File: config.mk
export PLATFORM = sky130hd
export DESIGN_NAME = hdr_xfer_port_flat
export DESIGN_NICKNAME = d
export VERILOG_FILES = /design/src/rtl/hdr_xfer_pkg.sv /design/src/rtl/hdr_xfer_port_if.sv /design/src/rtl/rdy_sync.sv /design/src/rtl/hdr_xfer_port.sv /design/src/flat_wrapper.sv
export SDC_FILE = /design/constraint.sdc
export NUM_CORES = 1
export LEC_CHECK = 0
export ABC_AREA = 1
export BUFFER_PORTS_ARGS = -buffer_cell sky130_fd_sc_hd__buf_2
export CORE_AREA = 2 2 356 358
export DETAILED_ROUTE_END_ITERATION = 10
export DIE_AREA = 0 0 358 360
export GPL_ROUTABILITY_DRIVEN = 0
export PLACE_DENSITY = 0.53
export RECOVER_POWER = 25
export REMOVE_ABC_BUFFERS = 1
export SLEW_MARGIN = 10
export SYNTH_ARGS = -nofsm -noshare
export SYNTH_HDL_FRONTEND = slang
export SYNTH_SLANG_ARGS = --single-unit
export TNS_END_PERCENT = 1
File: constraint.sdc
create_clock -name clk -period 7.3 [get_ports clk]
set_clock_uncertainty 0.15 [all_clocks]
set_input_delay 0.365 -clock clk [delete_from_list [all_inputs] [get_ports clk]]
set_output_delay 0.365 -clock clk [all_outputs]
set_load 0.03 [all_outputs]
File: src/rtl/hdr_xfer_pkg.sv
// Shared types and defaults for the byte-serial header/result host port.
package hdr_xfer_pkg;

  localparam int DEF_IN_BYTES    = 80;
  localparam int DEF_OUT_BYTES   = 32;
  localparam int DEF_TAIL_BYTES  = 4;
  localparam int DEF_SYNC_STAGES = 2;
  localparam int DEF_TIMEOUT     = 0;

  typedef enum logic [2:0] {
    ST_IDLE,
    ST_LOAD_RQ,
    ST_LOAD_ACK,
    ST_WAIT_CORE,
    ST_UNLOAD_RQ,
    ST_UNLOAD_ACK
  } state_e;

  // The index must be able to hold the terminal count itself, so it never wraps.
  function automatic int idx_width(input int in_bytes, input int out_bytes);
    int m;
    m = (in_bytes > out_bytes) ? in_bytes : out_bytes;
    return $clog2(m + 1);
  endfunction

endpackage

File: src/rtl/hdr_xfer_port_if.sv
// Host- and core-facing signal bundle of hdr_xfer_port; master = host/core side, slave = port.
interface hdr_xfer_port_if #(
  parameter int IN_BYTES  = hdr_xfer_pkg::DEF_IN_BYTES,
  parameter int OUT_BYTES = hdr_xfer_pkg::DEF_OUT_BYTES
);

  logic                   start;
  logic                   partial;
  logic                   rdy;
  logic [7:0]             data_in;
  logic                   rq;
  logic [7:0]             data_out;
  logic                   done;
  logic                   busy;
  logic                   err;
  logic [8*IN_BYTES-1:0]  hdr_out;
  logic                   hdr_valid;
  logic [8*OUT_BYTES-1:0] res_in;
  logic                   res_valid;

  modport master (
    output start, partial, rdy, data_in, res_in, res_valid,
    input  rq, data_out, done, busy, err, hdr_out, hdr_valid
  );

  modport slave (
    input  start, partial, rdy, data_in, res_in, res_valid,
    output rq, data_out, done, busy, err, hdr_out, hdr_valid
  );

endinterface

File: src/rtl/rdy_sync.sv
// Synchroniser for the asynchronous host strobe, emitting a one-cycle pulse per rising edge.
module rdy_sync #(
  parameter int STAGES = 2
) (
  input  logic clk,
  input  logic rst_n,
  input  logic i_async,
  output logic o_pulse
);

  logic [STAGES-1:0] r_sync;
  logic              r_prev;

  // NOTE: non-blocking assignments make every stage sample the previous stage's old value.
  always_ff @(posedge clk or negedge rst_n) begin
    if (!rst_n) begin
      r_sync <= '0;
      r_prev <= 1'b0;
    end else begin
      r_sync <= {r_sync[STAGES-2:0], i_async};
      r_prev <= r_sync[STAGES-1];
    end
  end

  assign o_pulse = r_sync[STAGES-1] & ~r_prev;

endmodule

File: src/rtl/hdr_xfer_port.sv
// Byte-serial host port: loads a block header (full or tail-only), hands it to the hash core,
// then streams the core result back MSB-first over the same rq/rdy handshake.
module hdr_xfer_port
  import hdr_xfer_pkg::*;
#(
  parameter int IN_BYTES    = DEF_IN_BYTES,
  parameter int OUT_BYTES   = DEF_OUT_BYTES,
  parameter int TAIL_BYTES  = DEF_TAIL_BYTES,
  parameter int SYNC_STAGES = DEF_SYNC_STAGES,
  parameter int TIMEOUT     = DEF_TIMEOUT
) (
  input logic            clk,
  input logic            rst_n,
  hdr_xfer_port_if.slave bus
);

  localparam int IDX_W = idx_width(IN_BYTES, OUT_BYTES);
  localparam int TMO_W = (TIMEOUT > 1) ? $clog2(TIMEOUT + 1) : 1;

  localparam logic [IDX_W-1:0] IDX_IN_END  = IDX_W'(IN_BYTES);
  localparam logic [IDX_W-1:0] IDX_OUT_END = IDX_W'(OUT_BYTES);
  localparam logic [IDX_W-1:0] IDX_TAIL    = IDX_W'(IN_BYTES - TAIL_BYTES);
  localparam logic [TMO_W-1:0] TMO_LAST    = TMO_W'((TIMEOUT > 0) ? TIMEOUT - 1 : 0);

  state_e                       r_state, w_state_nxt;
  logic [IDX_W-1:0]             r_idx, w_idx_nxt;
  logic [TMO_W-1:0]             r_tmo;
  logic                         r_err, w_err_nxt;
  // Element 0 of a [0:N-1] packed array is the MSB byte, matching the byte-0-in-MSBs wire order.
  logic [0:IN_BYTES-1][7:0]     r_hdr;
  logic [0:OUT_BYTES-1][7:0]    r_res;
  logic                         w_acc, w_in_rq, w_tmo_hit, w_hdr_we, w_res_ld;
  logic [7:0]                   w_res_byte;

  rdy_sync #(
    .STAGES (SYNC_STAGES)
  ) u_rdy_sync (
    .clk     (clk),
    .rst_n   (rst_n),
    .i_async (bus.rdy),
    .o_pulse (w_acc)
  );

  assign w_in_rq   = (r_state == ST_LOAD_RQ) || (r_state == ST_UNLOAD_RQ);
  assign w_tmo_hit = (TIMEOUT != 0) && w_in_rq && !w_acc && (r_tmo == TMO_LAST);

  always_comb begin
    // NOTE: every signal driven here gets a default first, so no branch can infer a latch.
    w_state_nxt = r_state;
    w_idx_nxt   = r_idx;
    w_err_nxt   = r_err;
    w_hdr_we    = 1'b0;
    w_res_ld    = 1'b0;
    case (r_state)
      ST_IDLE: if (bus.start) begin
        w_state_nxt = ST_LOAD_RQ;
        w_err_nxt   = 1'b0;
        w_idx_nxt   = bus.partial ? IDX_TAIL : '0;
      end
      ST_LOAD_RQ: if (w_acc) begin
        w_hdr_we    = 1'b1;
        w_idx_nxt   = r_idx + 1'b1;
        w_state_nxt = ST_LOAD_ACK;
      end else if (w_tmo_hit) begin
        w_state_nxt = ST_IDLE;
        w_err_nxt   = 1'b1;
      end
      ST_LOAD_ACK:  w_state_nxt = (r_idx == IDX_IN_END) ? ST_WAIT_CORE : ST_LOAD_RQ;
      ST_WAIT_CORE: if (bus.res_valid) begin
        w_res_ld    = 1'b1;
        w_idx_nxt   = '0;
        w_state_nxt = ST_UNLOAD_RQ;
      end
      ST_UNLOAD_RQ: if (w_acc) begin
        w_idx_nxt   = r_idx + 1'b1;
        w_state_nxt = ST_UNLOAD_ACK;
      end else if (w_tmo_hit) begin
        w_state_nxt = ST_IDLE;
        w_err_nxt   = 1'b1;
      end
      ST_UNLOAD_ACK: w_state_nxt = (r_idx == IDX_OUT_END) ? ST_IDLE : ST_UNLOAD_RQ;
      default:       w_state_nxt = ST_IDLE;
    endcase
  end

  always_comb begin
    w_res_byte = '0;
    if (r_state == ST_UNLOAD_RQ) begin
      for (int k = 0; k < OUT_BYTES; k++) begin
        if (r_idx == IDX_W'(k)) w_res_byte = r_res[k];
      end
    end
  end

  always_ff @(posedge clk or negedge rst_n) begin
    if (!rst_n) begin
      r_state <= ST_IDLE;
      r_idx   <= '0;
      r_tmo   <= '0;
      r_err   <= 1'b0;
      // NOTE: the byte buffers are reset too, so a reset mid-transfer never exposes stale header or result bytes.
      r_hdr   <= '0;
      r_res   <= '0;
    end else begin
      r_state <= w_state_nxt;
      r_idx   <= w_idx_nxt;
      r_err   <= w_err_nxt;
      if ((TIMEOUT != 0) && w_in_rq && !w_acc && !w_tmo_hit) r_tmo <= r_tmo + 1'b1;
      else                                                    r_tmo <= '0;
      if (w_res_ld) r_res <= bus.res_in;
      for (int k = 0; k < IN_BYTES; k++) begin
        if (w_hdr_we && (r_idx == IDX_W'(k))) r_hdr[k] <= bus.data_in;
      end
    end
  end

  assign bus.rq        = w_in_rq;
  assign bus.done      = (r_state == ST_UNLOAD_RQ) || (r_state == ST_UNLOAD_ACK);
  assign bus.busy      = (r_state != ST_IDLE);
  assign bus.err       = r_err;
  assign bus.hdr_valid = (r_state == ST_LOAD_ACK) && (r_idx == IDX_IN_END);
  assign bus.hdr_out   = r_hdr;
  assign bus.data_out  = w_res_byte;

endmodule
File: src/flat_wrapper.sv
// flat-port wrapper written by rule: the top's interface ports become plain ports
module hdr_xfer_port_flat import hdr_xfer_pkg::*;
#(
  parameter int IN_BYTES    = DEF_IN_BYTES,
  parameter int OUT_BYTES   = DEF_OUT_BYTES,
  parameter int TAIL_BYTES  = DEF_TAIL_BYTES,
  parameter int SYNC_STAGES = DEF_SYNC_STAGES,
  parameter int TIMEOUT     = DEF_TIMEOUT
)
  (clk, rst_n, bus_start, bus_partial, bus_rdy, bus_data_in, bus_res_in, bus_res_valid, bus_rq, bus_data_out, bus_done, bus_busy, bus_err, bus_hdr_out, bus_hdr_valid);
  hdr_xfer_port_if #(.IN_BYTES(IN_BYTES), .OUT_BYTES(OUT_BYTES)) bus_i ();
  input logic clk;
  input logic rst_n;
  input wire logic [$bits(bus_i.start)-1:0] bus_start;
  input wire logic [$bits(bus_i.partial)-1:0] bus_partial;
  input wire logic [$bits(bus_i.rdy)-1:0] bus_rdy;
  input wire logic [$bits(bus_i.data_in)-1:0] bus_data_in;
  input wire logic [$bits(bus_i.res_in)-1:0] bus_res_in;
  input wire logic [$bits(bus_i.res_valid)-1:0] bus_res_valid;
  output wire logic [$bits(bus_i.rq)-1:0] bus_rq;
  output wire logic [$bits(bus_i.data_out)-1:0] bus_data_out;
  output wire logic [$bits(bus_i.done)-1:0] bus_done;
  output wire logic [$bits(bus_i.busy)-1:0] bus_busy;
  output wire logic [$bits(bus_i.err)-1:0] bus_err;
  output wire logic [$bits(bus_i.hdr_out)-1:0] bus_hdr_out;
  output wire logic [$bits(bus_i.hdr_valid)-1:0] bus_hdr_valid;
  assign bus_i.start = bus_start;
  assign bus_i.partial = bus_partial;
  assign bus_i.rdy = bus_rdy;
  assign bus_i.data_in = bus_data_in;
  assign bus_i.res_in = bus_res_in;
  assign bus_i.res_valid = bus_res_valid;
  assign bus_rq = bus_i.rq;
  assign bus_data_out = bus_i.data_out;
  assign bus_done = bus_i.done;
  assign bus_busy = bus_i.busy;
  assign bus_err = bus_i.err;
  assign bus_hdr_out = bus_i.hdr_out;
  assign bus_hdr_valid = bus_i.hdr_valid;
  hdr_xfer_port #(.IN_BYTES(IN_BYTES), .OUT_BYTES(OUT_BYTES), .TAIL_BYTES(TAIL_BYTES), .SYNC_STAGES(SYNC_STAGES), .TIMEOUT(TIMEOUT)) u_core (.clk(clk), .rst_n(rst_n), .bus(bus_i));
endmodule
==> results of run 1 <==
-- per-layer routing --
metal / vias to the layer above / track usage (%) / routed length (µm)
li1: 13800 / - / -
met1: 14500 / 25.4 / 56400
met2: 1042 / 35.6 / 68100
met3: 291 / 5.04 / 9440
met4: 20 / 9.27 / 6050
met5: - / 0 / 130
-- cell usage after synthesis (3+ instances only) --
cell and number:
a31oi_1 6, nor2_1 137, or2_2 23, o22ai_1 3
nand2_1 999, o21ai_0 667, a21oi_1 122, nor2_4 6
buf_2 5, dfrtp_1 909, nor3_1 6, o21ai_1 9
o211ai_1 8, nand3_1 44, clkbuf_1 186, inv_1 95
nand2_2 3, buf_1 5, or2_0 3, ha_1 4
inv_2 9, nor2_2 7, nand4_1 4, mux2_2 235
buf_4 3
-- repair_timing --
item / CTS / global route
setup endpoints to repair: 0 / 0
endpoints found under the hold margin: 343 / 0
hold buffers: 262 / 0
-- stage by stage --
stage                     power, µW  utilization, %  worst slack (ns)  instances  cell area (µm²)
after floorplan                9410               -            0.0347       3314            34900
after global placement        11000            33.6              2.64       5916            41900
after detailed placement      11100            33.6              2.64       5916            41900
after CTS                     16600            38.4              1.81       6356            48000
after global routing          17100            37.9             0.765       6359            47400
final                         16300            37.9              1.53       6360            47400
-- where the power goes --
group          switching (µW)  leakage, µW  internal [µW]
clock                    2220      0.00166           3080
sequential                766      0.00899           6170
combinational            2710       0.0115           1390
total                    5700       0.0222          10700
-- layout by cell type, fill, tap and decap left out, types with 8 or more instances in the layout --
cell type,count
a21oi_1,122
buf_2,464
buf_4,27
bufinv_16,10
clkbuf_1,476
clkbuf_16,99
clkbuf_8,21
clkinv_2,20
dfrtp_1,909
dlygate4sd3_1,262
inv_1,87
inv_2,9
mux2_2,235
nand2_1,998
nand3_1,44
nor2_1,134
nor2_4,10
o211ai_1,8
o21ai_0,667
o21ai_1,9
or2_2,23
-- sequential cells by signal, summed over array words and instances (netlist names) --
| name | count |
|---|---|
| u_core.bus.hdr_out | 640 |
| u_core.r_res | 256 |
| u_core.r_idx | 7 |
| u_core.r_state | 3 |
| u_core.u_rdy_sync.r_sync | 2 |
| u_core.u_rdy_sync.r_prev | 1 |
-- layout make-up --
| type | count | area share (%) |
|---|---|---|
| antenna | 4 | 0.0211 |
| clock buffer | 140 | 5.99 |
| clock inverter | 38 | 1.23 |
| inverter | 106 | 0.866 |
| multi-input combinational | 2299 | 24.9 |
| sequential | 909 | 48.0 |
| tap | 1650 | 4.36 |
| timing repair buffer | 1214 | 14.6 |
-- worst max path at each step --
stage / endpoint / slack, ns / cells after the start
2_1_floorplan: u_core.r_res[0] / 0.03 / 4
3_3_place_gp: bus_data_out[2] / 2.64 / 36
3_5_place_dp: bus_data_out[2] / 2.64 / 36
4_1_cts: bus_data_out[2] / 1.81 / 36
5_1_grt: u_core.bus.hdr_out[297] / 0.76 / 3
6_report: u_core.bus.hdr_out[301] / 1.53 / 3
-- critical path, cell delays in order --
cell and delay, ns:
dlygate4sd3_1 0.53, clkdlybuf4s25_1 3.98, buf_4 1.20
-- cell families (layout without fill, tap and decap cells) --
family | count (synthesis) | count (layout) | share of synthesized area (%)
DFF | 909 | 909 | 63.7
AOI/OAI and AO/OA | 819 | 819 | 11.6
and+or+nand+nor | 1239 | 1239 | 13.8
xor gates and xnor gates | 1 | 1 | 0.0245
muxes | 235 | 235 | 7.41
adders and majority gates | 4 | 4 | 0.140
other | 1 | 5 | 0.0105
buffers and inverters | 307 | 1498 | 3.33
==> qor.yml, run 1 <==
logic_synthesis:
  netlist_instances: 3515
  syn_area_per_cell_um2: 10.2
  syn_area_um2: 35700
  yosys.area.top_type_share_pct: 63.7
  synth_edf_count: 0
  ys_ff_latch: 909
  ys_types: 38
  synth_ff_type: "dfrtp_1"
  async_reset_ff_share_pct: 100
  ys_seq_area_share_pct: 63.7
  synth_area_leaders: "dfrtp_1 64%, nand2_1 11%, o21ai_0 9.3%, mux2_2 7.4%, clkbuf_1 2.0%"
  ys_warn_count: 0
  synth_top_cell_by_area: "dfrtp_1"
route:
  drtIter0Drc: 2812
  avgViaCountPerCell: 4.66
  final_antenna_net_count: 0
  drc: 0
  routed_wl_um: 140000
  wl_per_cell_um: 22.0
  dr_total_vias: 29700
  drt_pass1_iterations: 5
clock_tree:
  post_cts_buffers: 0
  cts_root_buf: "clkbuf_16"
  clk_pin_slew_ns: 0.06
  clkSinkCount: 909
  numCtsBuffers: 99
  cts_tree: "built"
  clock_path_buffers: 3
  htree_num_levels: 3
  post_cts_resized: 0
  clk_latency_ns: 0.74
grt:
  gr-total-overflow: 0
  grt_use_total_pct: 21.1
  antenna_found_initial: 15
  grt_max_degree: 172
  grt_pass1_vias: 29100
  grt_pass1_wl_um: 200000
worst_setup_path:
  cp_data_arrival_time_ns: 6.30
  rr_worst_depth: 6
  crit_start: "rst_n"
  r2r-end: "u_core.r_res[242]"
  critical_path_class: "primary input to async pin"
  cp_max_fo: 90
  cp-end-kind: "async pin"
  r2r_slack_ns: 3.45
  required_ns: 7.83
  r2r-start: "u_core.r_state[1]"
  worst_setup_path_start_kind: "primary input"
placed_design:
  port_buffers: 921
  dp_hpwl_um: 98000
floorplanning:
  die_h_um: 360
  row_count: 130
  core_area_um2: 125000
  ios: 923
  start_util_pct: 28.6
  die_area_um2: 129000
  die_x_um: 358
hold_path:
  min_delay_path_depth: 3
  hold_path.class: "primary input to register"
  min_to: "u_core.bus.hdr_out[377]"
  hold_start: "bus_data_in[1]"
sta:
  grt_setup_unrepaired: "false"
  setup_violations: 0
  finalHoldViolations: 0
  slew_headroom_pct: -264
  slew_viol_final: 91
  finalCritPeriodShare_pct: 79.0
  period_needed_ns: 5.77
  worst_pin_slew_ns: 5.46
  clock.fmax_mhz: 173
  holdWs_ns: 0.156
  tns_ns: 0
finish:
  syn_to_final_growth_pct: 32.8
  fillers: 12800
  multi_input_area_um2: 11800
  layout-drive-gt1-share_pct: 20.3
  finalNetCount: 4903
  final-seq-area_um2: 22700
power:
  max-vdd-ir-drop_mv: 0.202
  p_per_area_nw_per_um2: 345
  leakagePower_uw: 0.0222
run_status:
  status: "complete, but fails checks"
  failed_checks: "capacitance limit, slew limit"
run:
  max-cap-violations: 1
Power figures use the tool's default switching activity.
==> run 2: changes to the inputs <==
--- a/config.mk
+++ b/config.mk
@@ -7,11 +7,11 @@
 export LEC_CHECK = 0
 export ABC_AREA = 1
 export BUFFER_PORTS_ARGS = -buffer_cell sky130_fd_sc_hd__buf_2
-export CORE_AREA = 2 2 356 358
+export CORE_AREA = 2 2 359 361
 export DETAILED_ROUTE_END_ITERATION = 10
-export DIE_AREA = 0 0 358 360
+export DIE_AREA = 0 0 361 363
 export GPL_ROUTABILITY_DRIVEN = 0
-export PLACE_DENSITY = 0.53
+export PLACE_DENSITY = 0.54
 export RECOVER_POWER = 25
 export REMOVE_ABC_BUFFERS = 1
 export SLEW_MARGIN = 10
==> constraint.sdc (replaced) <==
create_clock -name clk -period 5.2 [get_ports clk]
set_clock_uncertainty 0.15 [all_clocks]
set_input_delay 0.26 -clock clk [delete_from_list [all_inputs] [get_ports clk]]
set_output_delay 0.26 -clock clk [all_outputs]
set_load 0.03 [all_outputs]
==> run 2 against run 1 <==
Net effect:
- the flow still finishes with violations (capacitance limit, slew limit)
- critical endpoint is now bus_data_out[5]
- highest routed layer unchanged
- sequential share of layout area down 0.91 points
- worst hold slack worse by 0.048 ns
- register-to-register slack worse by 2.0 ns
- flip-flop and latch count unchanged
==> qor.yml, run 2 (synthesis gave the netlist of run 1 again) <==
run:
  max-cap-violations: 9
grt:
  gr-total-overflow: 0
  grt_pass1_wl_um: 204000
  grt_pass1_vias: 29600
  grt_use_total_pct: 21.0
  antenna_found_initial: 14
  grt_max_degree: 173
clock_tree:
  clkSinkCount: 909
  clk_pin_slew_ns: 0.06
  clk_latency_ns: 0.73
  cts_tree: "built"
  cts_root_buf: "clkbuf_16"
  htree_num_levels: 3
  clock_path_buffers: 3
  numCtsBuffers: 101
floorplanning:
  core_area_um2: 127000
  die_area_um2: 131000
  row_count: 131
  die_x_um: 361
  ios: 923
  start_util_pct: 28.1
  die_h_um: 363
sta:
  grt_setup_unrepaired: "true"
  slew_headroom_pct: -83.9
  holdWs_ns: 0.108
  period_needed_ns: 4.80
  slew_viol_final: 694
  finalHoldViolations: 0
  setup_violations: 0
  clock.fmax_mhz: 208
  setup_ws_ns: 0.397
  worst_pin_slew_ns: 2.76
  finalCritPeriodShare_pct: 92.4
  tns_ns: 0
finish:
  syn_to_final_growth_pct: 35.3
  finalNetCount: 4946
  final_common_cell: "nand2_1"
  layout_common_cells: "998 x nand2_1, 908 x dfrtp_1, 770 x buf_2, 667 x o21ai_0, 268 x dlygate4sd3_1"
  layout-drive-gt1-share_pct: 27.4
  fin_util_pct: 38.0
  largest_register_ffs: 640
  final_cells: 6431
run_status:
  status: "complete, but fails checks"
  failed_checks: "capacitance limit, slew limit"
worst_setup_path:
  required_ns: 4.79
  critical_path.max_stage_delay_ns: 0.50
  crit_slowest_cell: "dfrtp_1"
  cp-end-kind: "output port"
  path_common_cell: "nand2_1"
  worst_setup_path_start_kind: "register"
  critical_path_class: "register to output port"
  cp_max_fo: 12
  cp_data_arrival_time_ns: 4.39
route:
  m1WireLength_um: 56900
  drt_pass1_iterations: 6
  drtIter0Drc: 2305
  final_antenna_net_count: 0
  wl_met2_um: 68500
  routed_wl_um: 142000
  drc: 0
  route.met3.wl_um: 8760
  avgViaCountPerCell: 4.69
  wl_per_cell_um: 22.1
  top_layer: "met5"
  dr_total_vias: 30200
power:
  leakagePower_uw: 0.0228
  max-vdd-ir-drop_mv: 0.326
  p_per_area_nw_per_um2: 481
placed_design:
  dp_hpwl_um: 99000
  placed_cells: 5942
  dp_slack_ns: 0.958
  port_buffers: 921
hold_path:
  hold_path.class: "primary input to register"
==> run 2: cell types whose count changed in the layout (fill, tap and decap cells not counted), moves of 6 or more <==
cell	delta
buf_2	+306
clkbuf_1	-300
buf_4	+25
diode_2	+10
dlygate4sd3_1	+6
==> run 2: critical path: cells and delay by family, from the launching register on <==
| family | cells | cell delay, ns |
|---|---|---|
| and+or+nand+nor | 23 | 1.78 |
| AOI/OAI and AO/OA | 6 | 0.64 |
| buffers and inverters | 4 | 0.72 |
| DFF | 1 | 0.50 |
==> run 2: report_power, final <==
| part | total (µW) | switching, µW | leakage, µW | internal [µW] |
|---|---|---|---|---|
| combinational | 5900 | 3790 | 0.0121 | 2120 |
| clock | 7620 | 3160 | 0.00174 | 4450 |
| sequential | 9710 | 1040 | 0.00899 | 8660 |
| total | 23200 | 7990 | 0.0228 | 15200 |
==> run 2: area by class of cell <==
cell class	count	area [µm²]
Antenna cell	14	35.0
Clock buffer	145	2920
Clock inverter	41	661
Fill cell	12800	78700
Inverter	106	408
Multi-Input combinational cell	2300	11800
Sequential cell	909	22700
Tap cell	1662	2080
Timing Repair Buffer	1254	7620
==> run 2: what timing repair did <==
action                                  CTS  global route
endpoints found under the hold margin   475             0
buffers inserted                          0            19
hold buffers                            269             0
gates resized for setup                   0            12
endpoints found under the setup margin    0             8
==> run 2: per-layer routing <==
metal / global-route usage [%] / up-vias
met5: 0 / -
met4: 10.6 / 12
met3: 5.19 / 361
met2: 34.8 / 1070
met1: 25.3 / 14800
li1: - / 13900
==> run 2: worst paths after layout <==
check | to | slack [ns] | start | cells past startpoint
max in group asynchronous | u_core.bus.hdr_out[219] | 0.67 | rst_n | 4
min reg2reg | u_core.u_rdy_sync.r_sync[1] | 0.24 | u_core.u_rdy_sync.r_sync[0] | 0
min | u_core.u_rdy_sync.r_sync[0] | 0.11 | bus_rdy | 2
max | bus_data_out[5] | 0.40 | u_core.r_idx[6] | 33
max reg2reg | u_core.bus.hdr_out[586] | 1.45 | u_core.r_state[0] | 8
min in group asynchronous | u_core.r_res[242] | 0.86 | rst_n | 3
==> run 2: metrics by stage <==
step / cell area [µm²] / total power (µW)
final: 48300 / 23200
after global routing: 48300 / 24300
after CTS: 48400 / 23300
after detailed placement: 42100 / 15500
after global placement: 42100 / 15400
after floorplan: 34900 / 13200
==> run 3: changes to the inputs <==
==> constraint.sdc (replaced) <==
create_clock -name clk -period 4.2 [get_ports clk]
set_clock_uncertainty 0.15 [all_clocks]
set_input_delay 0.21 -clock clk [delete_from_list [all_inputs] [get_ports clk]]
set_output_delay 0.21 -clock clk [all_outputs]
set_load 0.03 [all_outputs]
==> run 3 against run 2 <==
Net effect:
- the run ends with capacitance limit, slew limit, setup timing left
- final cell count increased by 0.33%
- highest routed layer unchanged
- via count grew 0.62%
- power is 24% higher
- largest power group unchanged
- worst setup slack worse by 0.71 ns
- register-to-register slack worse by 1.0 ns
- sequential power is 24% higher
- core utilization rose by 0.18 points
- non-clock buffer count is 24 higher
- die area did not move
==> qor.yml, run 3 (synthesis gave the netlist of run 1 again) <==
worst_setup_path:
  worst_setup_path_start_kind: "register"
  required_ns: 3.84
  rr_worst_depth: 8
  crit_start: "u_core.r_idx[1]"
  crit_family: "simple AND/OR/NAND/NOR gates"
  r2r_slack_ns: 0.43
  path_common_cell: "nand2_1"
  cp_max_fo: 6
  crit_slowest_cell: "dfrtp_1"
  r2r-start: "u_core.r_state[0]"
  cp-end-kind: "output port"
  crit_buf_inv: 3
  critical_path.max_stage_delay_ns: 0.43
  cp_data_arrival_time_ns: 4.15
  critical_path_class: "register to output port"
  cp.depth: 34
  crit_end: "bus_data_out[5]"
  r2r-end: "u_core.bus.hdr_out[180]"
finish:
  final_cells: 6452
  final_common_cell: "nand2_1"
  layout_common_cells: "996 x nand2_1, 906 x dfrtp_1, 726 x buf_2, 667 x o21ai_0, 267 x dlygate4sd3_1"
  fillers: 12800
  layout-drive-gt1-share_pct: 27.4
  fin_util_pct: 38.2
  largest_register_ffs: 640
  finalNetCount: 4971
  syn_to_final_growth_pct: 36.0
power:
  leakagePower_uw: 0.0229
  internal_power_uw: 18800
  comb_power_share_pct: 25.7
  p_switching_uw: 9910
  seqPwrFrac_pct: 41.9
  p_per_area_nw_per_um2: 592
  max-vdd-ir-drop_mv: 0.382
  swShare_pct: 34.5
  clockPowerShare_pct: 32.4
floorplanning:
  row_count: 131
  core_area_um2: 127000
  ios: 923
  die_x_um: 361
  start_util_pct: 28.1
  die_h_um: 363
  die_area_um2: 131000
placed_design:
  dp_hpwl_um: 100000
  port_buffers: 921
  placed_cells: 5970
grt:
  grt_pass1_vias: 30100
  grt_pass1_wl_um: 207000
  gr-total-overflow: 0
  grt_use_total_pct: 21.3
  grt_max_degree: 167
  antenna_found_initial: 13
sta:
  tns_ns: -2.06
  setup_violations: 8
  finalHoldViolations: 0
  finalCritPeriodShare_pct: 107
  clock.fmax_mhz: 222
  period_needed_ns: 4.51
  setup_ws_ns: -0.311
  slew_viol_final: 251
  grt_setup_unrepaired: "true"
  slew_headroom_pct: -22.0
  holdWs_ns: 0.0284
  worst_pin_slew_ns: 1.83
run_status:
  failed_checks: "capacitance limit, slew limit, setup timing"
  status: "complete, but fails checks"
clock_tree:
  clk_latency_ns: 0.72
  clock_path_buffers: 3
  cts_root_buf: "clkbuf_16"
  clkSinkCount: 909
  htree_num_levels: 3
  numCtsBuffers: 103
  clk_pin_slew_ns: 0.06
  cts_tree: "built"
route:
  drt_pass1_iterations: 6
  wl_per_cell_um: 22.3
  drtIter0Drc: 2344
  final_antenna_net_count: 0
  avgViaCountPerCell: 4.71
  routed_wl_um: 144000
  drc: 0
  dr_total_vias: 30400
run:
  max-cap-violations: 4
hold_path:
  hold_path.class: "primary input to register"
==> run 3: cell types whose count changed in the layout (fill, tap and decap cells not counted), moves of 3 or more <==
cell	delta
buf_2	-44
buf_6	+6
buf_4	+16
nor2_2	-4
inv_1	-3
a21oi_2	+7
inv_6	+3
a21oi_1	-7
clkinv_16	-5
clkbuf_1	+38
bufinv_16	-3
buf_12	+6
diode_2	-6
==> run 3: worst min-delay path by stage <==
stage / start / endpoint / slack [ns] / cells after the start
detailed placement: rst_n / u_core.r_res[190] / 0.15 / 1
finish: bus_data_in[1] / u_core.bus.hdr_out[361] / 0.03 / 3
floorplan: rst_n / u_core.bus.hdr_out[0] / -0.24 / 0
global route: bus_data_in[1] / u_core.bus.hdr_out[633] / 0.03 / 3
CTS: bus_data_in[1] / u_core.bus.hdr_out[361] / 0.005 / 3
global placement: rst_n / u_core.r_res[195] / 0.15 / 1
==> run 3: worst reg2reg max path, stage by stage (launching register included) <==
cell     delay, ns
dfrtp_1       0.44
inv_1         0.11
nor3_1        0.20
inv_1         0.08
nor2_1        0.32
inv_1         0.40
nor2_1        0.85
nand2_1       0.75
o21ai_0       0.35
==> run 3: cell type report <==
class                           count  area (µm²)  area share, %
Antenna cell                        8        20.0         0.0412
Clock buffer                      148        3000           6.17
Clock inverter                     42         520           1.07
Inverter                          106         410          0.845
Multi-Input combinational cell   2299       11900           24.5
Sequential cell                   909       22800           46.9
Tap cell                         1662        2080           4.28
Timing Repair Buffer             1278        7860           16.2
==> run 3: layer usage <==
metal / vias to the layer above / track usage, % / share of wire (%)
met1: 14900 / 25.6 / 40
met4: 6 / 11.5 / 5.7
met2: 1112 / 35.0 / 48
met3: 358 / 5.32 / 6.4
li1: 14000 / - / -
met5: - / 0 / 0.019
==> run 3: what timing repair did <==
| action | in CTS | in global routing |
|---|---|---|
| pin swaps | 10 | 5 |
| endpoints found under the setup margin | 8 | 8 |
| hold buffers | 268 | 0 |
| hold endpoints to repair | 761 | 0 |
| buffers inserted | 10 | 6 |
| gates resized for setup | 33 | 15 |
==> run 3: power groups by stage <==
| stage | clock network (µW) | registers, µW | logic [µW] |
|---|---|---|---|
| 4_1_cts | 9540 | 12000 | 7460 |
| 2_1_floorplan | 0 | 13100 | 3210 |
| 3_5_place_dp | 0 | 12100 | 7120 |
| 5_1_grt | 9890 | 12200 | 8050 |
| 3_3_place_gp | 0 | 12100 | 7030 |
| 6_report | 9310 | 12000 | 7380 |
==> run 3: stage by stage <==
stage                     total power (µW)  instance area [µm²]  setup WS, ns
after detailed placement             19200                42400         0.223
after global routing                 30100                48500        -0.758
after floorplan                      16400                34900         -3.07
after CTS                            29000                48800        -0.320
final                                28700                48500        -0.311
after global placement               19100                42400         0.175
